===== config.mk =====
export PLATFORM = sky130hd
export DESIGN_NAME = dout_rr_arbiter
export DESIGN_NICKNAME = d
export VERILOG_FILES = /design/src/rtl/dout_arb_pkg.sv /design/src/rtl/dout_rr_pick.sv /design/src/rtl/dout_rr_arbiter.sv
export SDC_FILE = /design/constraint.sdc
export NUM_CORES = 1
export LEC_CHECK = 0
export CAP_MARGIN = 40
export CORE_MARGIN = 8
export CORE_UTILIZATION = 38
export DETAILED_ROUTE_END_ITERATION = 10
export PLACE_DENSITY = 0.8
export SLEW_MARGIN = 25
export SYNTH_ARGS = -nofsm -noshare
export SYNTH_HDL_FRONTEND = slang
export SYNTH_SLANG_ARGS = --single-unit
export TNS_END_PERCENT = 1

===== constraint.sdc =====
create_clock -name clk -period 2.45 [get_ports clk]
set_clock_uncertainty 0.15 [all_clocks]
set_input_delay 0.3675 -clock clk [delete_from_list [all_inputs] [get_ports clk]]
set_output_delay 0.3675 -clock clk [all_outputs]
set_load 0.005 [all_outputs]

===== src/rtl/dout_arb_pkg.sv =====
// Shared types and helpers for the round-robin dout arbiter.
// Holds the arbiter state encoding, default widths and the
// round-robin search function used by the picker.
package dout_arb_pkg;

    localparam int DEF_DWIDTH  = 16;
    localparam int DEF_N       = 4;
    localparam int DEF_TIMEOUT = 16;

    // Upper bound on requester count; the search function is sized for it.
    localparam int MAX_N = 16;
    localparam int PTR_W = 4;

    typedef enum logic [0:0] {
        ARB_IDLE = 1'b0,
        ARB_BUSY = 1'b1
    } arb_state_e;

    // First set bit of valid[n-1:0] searching upward from ptr, wrapping at n.
    // Returns 0 when nothing is valid; callers qualify with an any-valid flag.
    function automatic logic [PTR_W-1:0] rr_first(
        input logic [MAX_N-1:0] valid,
        input logic [PTR_W-1:0] ptr,
        input int               n
    );
        logic [PTR_W-1:0] result;
        logic             found;
        int               s;
        result = '0;
        found  = 1'b0;
        for (int k = 0; k < MAX_N; k++) begin
            if (k < n && !found) begin
                s = int'(ptr) + k;
                if (s >= n) begin
                    s = s - n;
                end
                if (valid[s[PTR_W-1:0]]) begin
                    result = s[PTR_W-1:0];
                    found  = 1'b1;
                end
            end
        end
        return result;
    endfunction

endpackage


===== src/rtl/dout_rr_pick.sv =====
// Combinational round-robin picker.
// Selects the first valid requester at or above ptr, wrapping at N.
module dout_rr_pick
    import dout_arb_pkg::*;
#(
    parameter int N      = DEF_N,
    parameter int SWIDTH = ($clog2(N) > 0) ? $clog2(N) : 1
) (
    input  logic [N-1:0]      valid,
    input  logic [SWIDTH-1:0] ptr,
    output logic [SWIDTH-1:0] idx,
    output logic              any_valid
);

    logic [MAX_N-1:0] valid_ext;
    logic [PTR_W-1:0] ptr_ext;
    logic [PTR_W-1:0] first;

    // Widen to the package search width, then narrow the winner back down.
    always_comb begin
        valid_ext          = '0;
        valid_ext[N-1:0]   = valid;
        ptr_ext            = PTR_W'(ptr);
        first              = rr_first(valid_ext, ptr_ext, N);
        idx                = SWIDTH'(first);
        any_valid          = |valid;
    end

endmodule


===== src/rtl/dout_rr_arbiter.sv =====
// Round-robin arbiter sharing one registered dout stream between N
// packet requesters. A grant locks onto a source until its last beat;
// one idle cycle separates packets for arbitration.
// Optional build macro DOUT_ARB_TIMEOUT_EN: an owner that stays idle for
// TIMEOUT consecutive busy cycles is dropped and timeout_err pulses.
module dout_rr_arbiter
    import dout_arb_pkg::*;
#(
    parameter int DWIDTH  = DEF_DWIDTH,
    parameter int N       = DEF_N,
    parameter int SWIDTH  = ($clog2(N) > 0) ? $clog2(N) : 1,
    parameter int TIMEOUT = DEF_TIMEOUT
) (
    input  logic                clk,
    input  logic                rst_n,
    input  logic [N-1:0]        req_valid,
    input  logic [N*DWIDTH-1:0] req_data,
    input  logic [N-1:0]        req_last,
    output logic [N-1:0]        req_ready,
    output logic                dout_valid,
    output logic [DWIDTH-1:0]   dout_data,
    output logic [SWIDTH-1:0]   dout_src,
    output logic                dout_last,
    output logic                timeout_err
);

    // state    | meaning
    // ST_IDLE  | no owner; pick next source from ptr upward
    // ST_BUSY  | owner granted; beats flow until its last beat
    localparam logic [0:0] ST_IDLE = ARB_IDLE;
    localparam logic [0:0] ST_BUSY = ARB_BUSY;

    if (N < 1 || N > MAX_N) begin : g_bad_n
        $error("dout_rr_arbiter: N must be 1..16");
    end
    if (TIMEOUT < 1) begin : g_bad_timeout
        $error("dout_rr_arbiter: TIMEOUT must be at least 1");
    end

    logic [0:0]        state;
    logic [SWIDTH-1:0] owner;
    logic [SWIDTH-1:0] ptr;
    logic [SWIDTH-1:0] owner_inc;
    logic [SWIDTH-1:0] pick_idx;
    logic              any_valid;
    logic [DWIDTH-1:0] src_data [N];
    logic [DWIDTH-1:0] owner_data;
    logic              owner_valid;
    logic              owner_last;
    logic              xfer;
    logic              force_rel;

    for (genvar g = 0; g < N; g++) begin : g_split
        assign src_data[g] = req_data[g*DWIDTH +: DWIDTH];
    end

    dout_rr_pick #(
        .N      (N),
        .SWIDTH (SWIDTH)
    ) u_pick (
        .valid     (req_valid),
        .ptr       (ptr),
        .idx       (pick_idx),
        .any_valid (any_valid)
    );

    assign owner_valid = req_valid[owner];
    assign owner_last  = req_last[owner];
    assign owner_data  = src_data[owner];
    assign xfer        = (state == ST_BUSY) && owner_valid;

    // Next pointer after the current owner, wrapping at N.
    always_comb begin
        if (owner == SWIDTH'(N - 1)) begin
            owner_inc = '0;
        end else begin
            owner_inc = owner + 1'b1;
        end
    end

    // Ready depends on registered state only, never on req_valid.
    always_comb begin
        req_ready = '0;
        if (state == ST_BUSY) begin
            req_ready[owner] = 1'b1;
        end
    end

    // Grant FSM: pick in idle, release on last beat or forced release.
    always_ff @(posedge clk or negedge rst_n) begin
        if (!rst_n) begin
            state <= ST_IDLE;
            owner <= '0;
            ptr   <= '0;
        end else begin
            case (state)
                ST_IDLE: begin
                    if (any_valid) begin
                        owner <= pick_idx;
                        state <= ST_BUSY;
                    end
                end
                ST_BUSY: begin
                    if ((xfer && owner_last) || force_rel) begin
                        state <= ST_IDLE;
                        ptr   <= owner_inc;
                    end
                end
                default: state <= ST_IDLE;
            endcase
        end
    end

    // Output register: one beat per accepted transfer, held otherwise.
    always_ff @(posedge clk or negedge rst_n) begin
        if (!rst_n) begin
            dout_valid <= 1'b0;
            dout_data  <= '0;
            dout_src   <= '0;
            dout_last  <= 1'b0;
        end else begin
            dout_valid <= xfer;
            if (xfer) begin
                dout_data <= owner_data;
                dout_src  <= owner;
                dout_last <= owner_last;
            end
        end
    end

`ifdef DOUT_ARB_TIMEOUT_EN
    localparam int CWIDTH = $clog2(TIMEOUT + 1);

    logic [CWIDTH-1:0] idle_cnt;

    // Release fires on the TIMEOUT-th consecutive busy cycle without owner valid.
    assign force_rel = (state == ST_BUSY) && !owner_valid &&
                       (idle_cnt == CWIDTH'(TIMEOUT - 1));

    // Idle-owner counter and the one-cycle error pulse on forced release.
    always_ff @(posedge clk or negedge rst_n) begin
        if (!rst_n) begin
            idle_cnt    <= '0;
            timeout_err <= 1'b0;
        end else begin
            timeout_err <= force_rel;
            if (state != ST_BUSY || owner_valid || force_rel) begin
                idle_cnt <= '0;
            end else begin
                idle_cnt <= idle_cnt + 1'b1;
            end
        end
    end
`else
    assign force_rel   = 1'b0;
    assign timeout_err = 1'b0;
`endif

endmodule


==> flow_summary.json <==
{
  "synth_edf_count": 0,
  "synthesis.area_um2": 1720,
  "dp_hpwl_mm": 4.53,
  "cts_tree": "built",
  "yosysTopAreaCellShare_pct": 36.4,
  "root_buffer": "clkbuf_8",
  "grt_pass1_wl_mm": 8.34,
  "fillers": 349,
  "path_buf_inv": 2,
  "nNetsFinal": 311,
  "r2r_setup_slack_ns": 0.41,
  "hold_class": "primary input to async pin",
  "timing.final.ws_setup_ns": 0.295,
  "via_count": 1481,
  "area_delta_synth_final_pct": 64.4,
  "r2r-end": "owner[0]",
  "netlist_instances": 124,
  "rsz0062_at_grt": "no",
  "drtIter0Drc": 35,
  "crit_slowest_cell": "dfrtp_1",
  "dp_cells": 276,
  "criticalPathCategory": "flop to output pin",
  "cts_setup_buffers": 0,
  "status": "complete, no violations",
  "total_power_mw": 2.94,
  "cts_htree_levels": 1,
  "dpl_cell_area_um2": 2780,
  "required_ns": 1.93,
  "die_y_um": 83.2,
  "power_density_nw_per_um2": 1040,
  "gr-total-overflow": 0,
  "arrival_ns": 1.64,
  "clock.fmax_mhz": 464,
  "cts_buffers": 3,
  "placement_rows": 24,
  "p_leak_nw": 1.14,
  "dieArea_um2": 6930,
  "ys_types": 36,
  "portBuffers": 97,
  "r2r_cells": 7,
  "synthFlopType": "dfrtp_1",
  "syn_area_per_cell_um2": 13.9,
  "grt.total_usage_pct": 15.0,
  "fin_area_um2": 2820,
  "critPathLaunchType": "flop",
  "final_core_util_pct": 64.9,
  "viasPerCell": 5.29,
  "clk_pin_slew_ns": 0.09,
  "seqCellArea_um2": 626,
  "worst_hold_slack_ns": 0.301,
  "clockBufferDepth": 2,
  "synth_top_cell_by_area": "dfrtp_1",
  "report.final.slew_viol_count": 0,
  "io_pins": 99,
  "grt_start_max_net_pins": 26,
  "yosysSeqAreaShare_pct": 36.4,
  "cap_viol_max_count": 0,
  "syn_nets": 206,
  "drt_pass1_iterations": 4,
  "finalNonFillerCells": 280,
  "wl_per_cell_um": 18.7,
  "drtAntennaViolNets": 0,
  "tns_ns": 0,
  "antenna_found_initial": 0,
  "coreArea_um2": 4350,
  "hold_viol": 0,
  "final_common_cell": "clkdlybuf4s50_1",
  "crit_family": "buffers and inverters",
  "die_width_um": 83.2,
  "cts_resized": 0,
  "slowest_delay_ns": 0.47,
  "gp_congestion": 0.928,
  "start_util_pct": 39.5,
  "peakVddDrop_uv": 605,
  "period_share_pct": 87.9,
  "diodes": 0,
  "drive_above_1_share_pct": 24.1,
  "drc_errors": 0,
  "preCtsSetupSlack_ns": 0.140,
  "ys_seq_elements": 25,
  "grt_pass1_vias": 1630,
  "ys_warn_count": 0,
  "period_minus_slack_ns": 2.15,
  "finalWirelength_mm": 5.24,
  "cp_cell_sequence": "inv_1 -> ha_1 -> and2_1 -> clkdlybuf4s50_1",
  "clock_latency_ns": 0.27,
  "cts_sinks": 25,
  "layout_common_cells": "clkdlybuf4s50_1 (97), dfrtp_1 (25), mux4_2 (18), mux2_2 (17), buf_4 (11)",
  "multi_input_area_um2": 1010,
  "async_reset_ff_share_pct": 100,
  "crit_path_end_kind": "output pin",
  "crit_path_max_fanout": 6,
  "setup_viol": 0,
  "hold_buffers": 0,
  "timing.rr.start": "ptr[1]",
  "synth_area_leaders": "dfrtp_1 (36%), mux4_2 (24%), mux2_2 (11%), ha_1 (5.8%), buf_4 (1.7%)"
}
-- cells in the mapped netlist (2+ instances only) --
master,n
mux2_2,17
nor2_1,4
a21oi_1,3
o21ai_0,2
inv_1,5
nand2_1,7
ha_1,8
nand3_1,2
buf_4,4
mux4_2,18
and2_1,4
buf_6,2
dfrtp_1,25
-- final cells by class --
| class | instances | area share, % |
|---|---|---|
| clock inverters | 1 | 0.266 |
| clock buffers | 3 | 1.46 |
| multi-input cells | 86 | 35.8 |
| repair buffers | 108 | 37.3 |
| inverters | 5 | 0.665 |
| flip-flops and latches | 25 | 22.2 |
| well taps | 52 | 2.30 |
-- layer usage --
| metal | track usage, % | part of all wire [%] |
|---|---|---|
| met5 | 0 | 0 |
| met4 | 6.23 | 3.2 |
| met2 | 27.9 | 56 |
| met1 | 15.2 | 35 |
| met3 | 3.91 | 5.6 |
-- power breakdown --
| part | leakage, nW | switching [mW] | internal [mW] | total, mW |
|---|---|---|---|---|
| logic | 0.828 | 0.728 | 1.19 | 1.92 |
| registers | 0.295 | 0.144 | 0.632 | 0.776 |
| clock network | 0.0217 | 0.132 | 0.115 | 0.247 |
| total | 1.14 | 1.00 | 1.94 | 2.94 |
-- worst max path at each step --
stage,to,cells after the start,start
2_1_floorplan,owner[0],8,ptr[0]
3_3_place_gp,dout_data[15],5,req_valid[0]
3_5_place_dp,dout_data[2],5,req_valid[0]
4_1_cts,req_ready[0],4,owner[0]
5_1_grt,req_ready[0],4,owner[0]
6_report,req_ready[0],4,owner[0]
-- registers in the layout, indices dropped and copies added, names as in the netlist --
signal,count
dout_valid,1
ptr,2
owner,2
dout_data,16
dout_src,2
state,1
dout_last,1
-- kinds of logic after synthesis --
logic type	synth area share, %
other cells	0.218
mux	38.4
buf+inv	4.66
flops	36.4
compound gates	7.21
fa+ha+maj	5.83
simple gates	7.28
(Power assumes the default switching activity.)
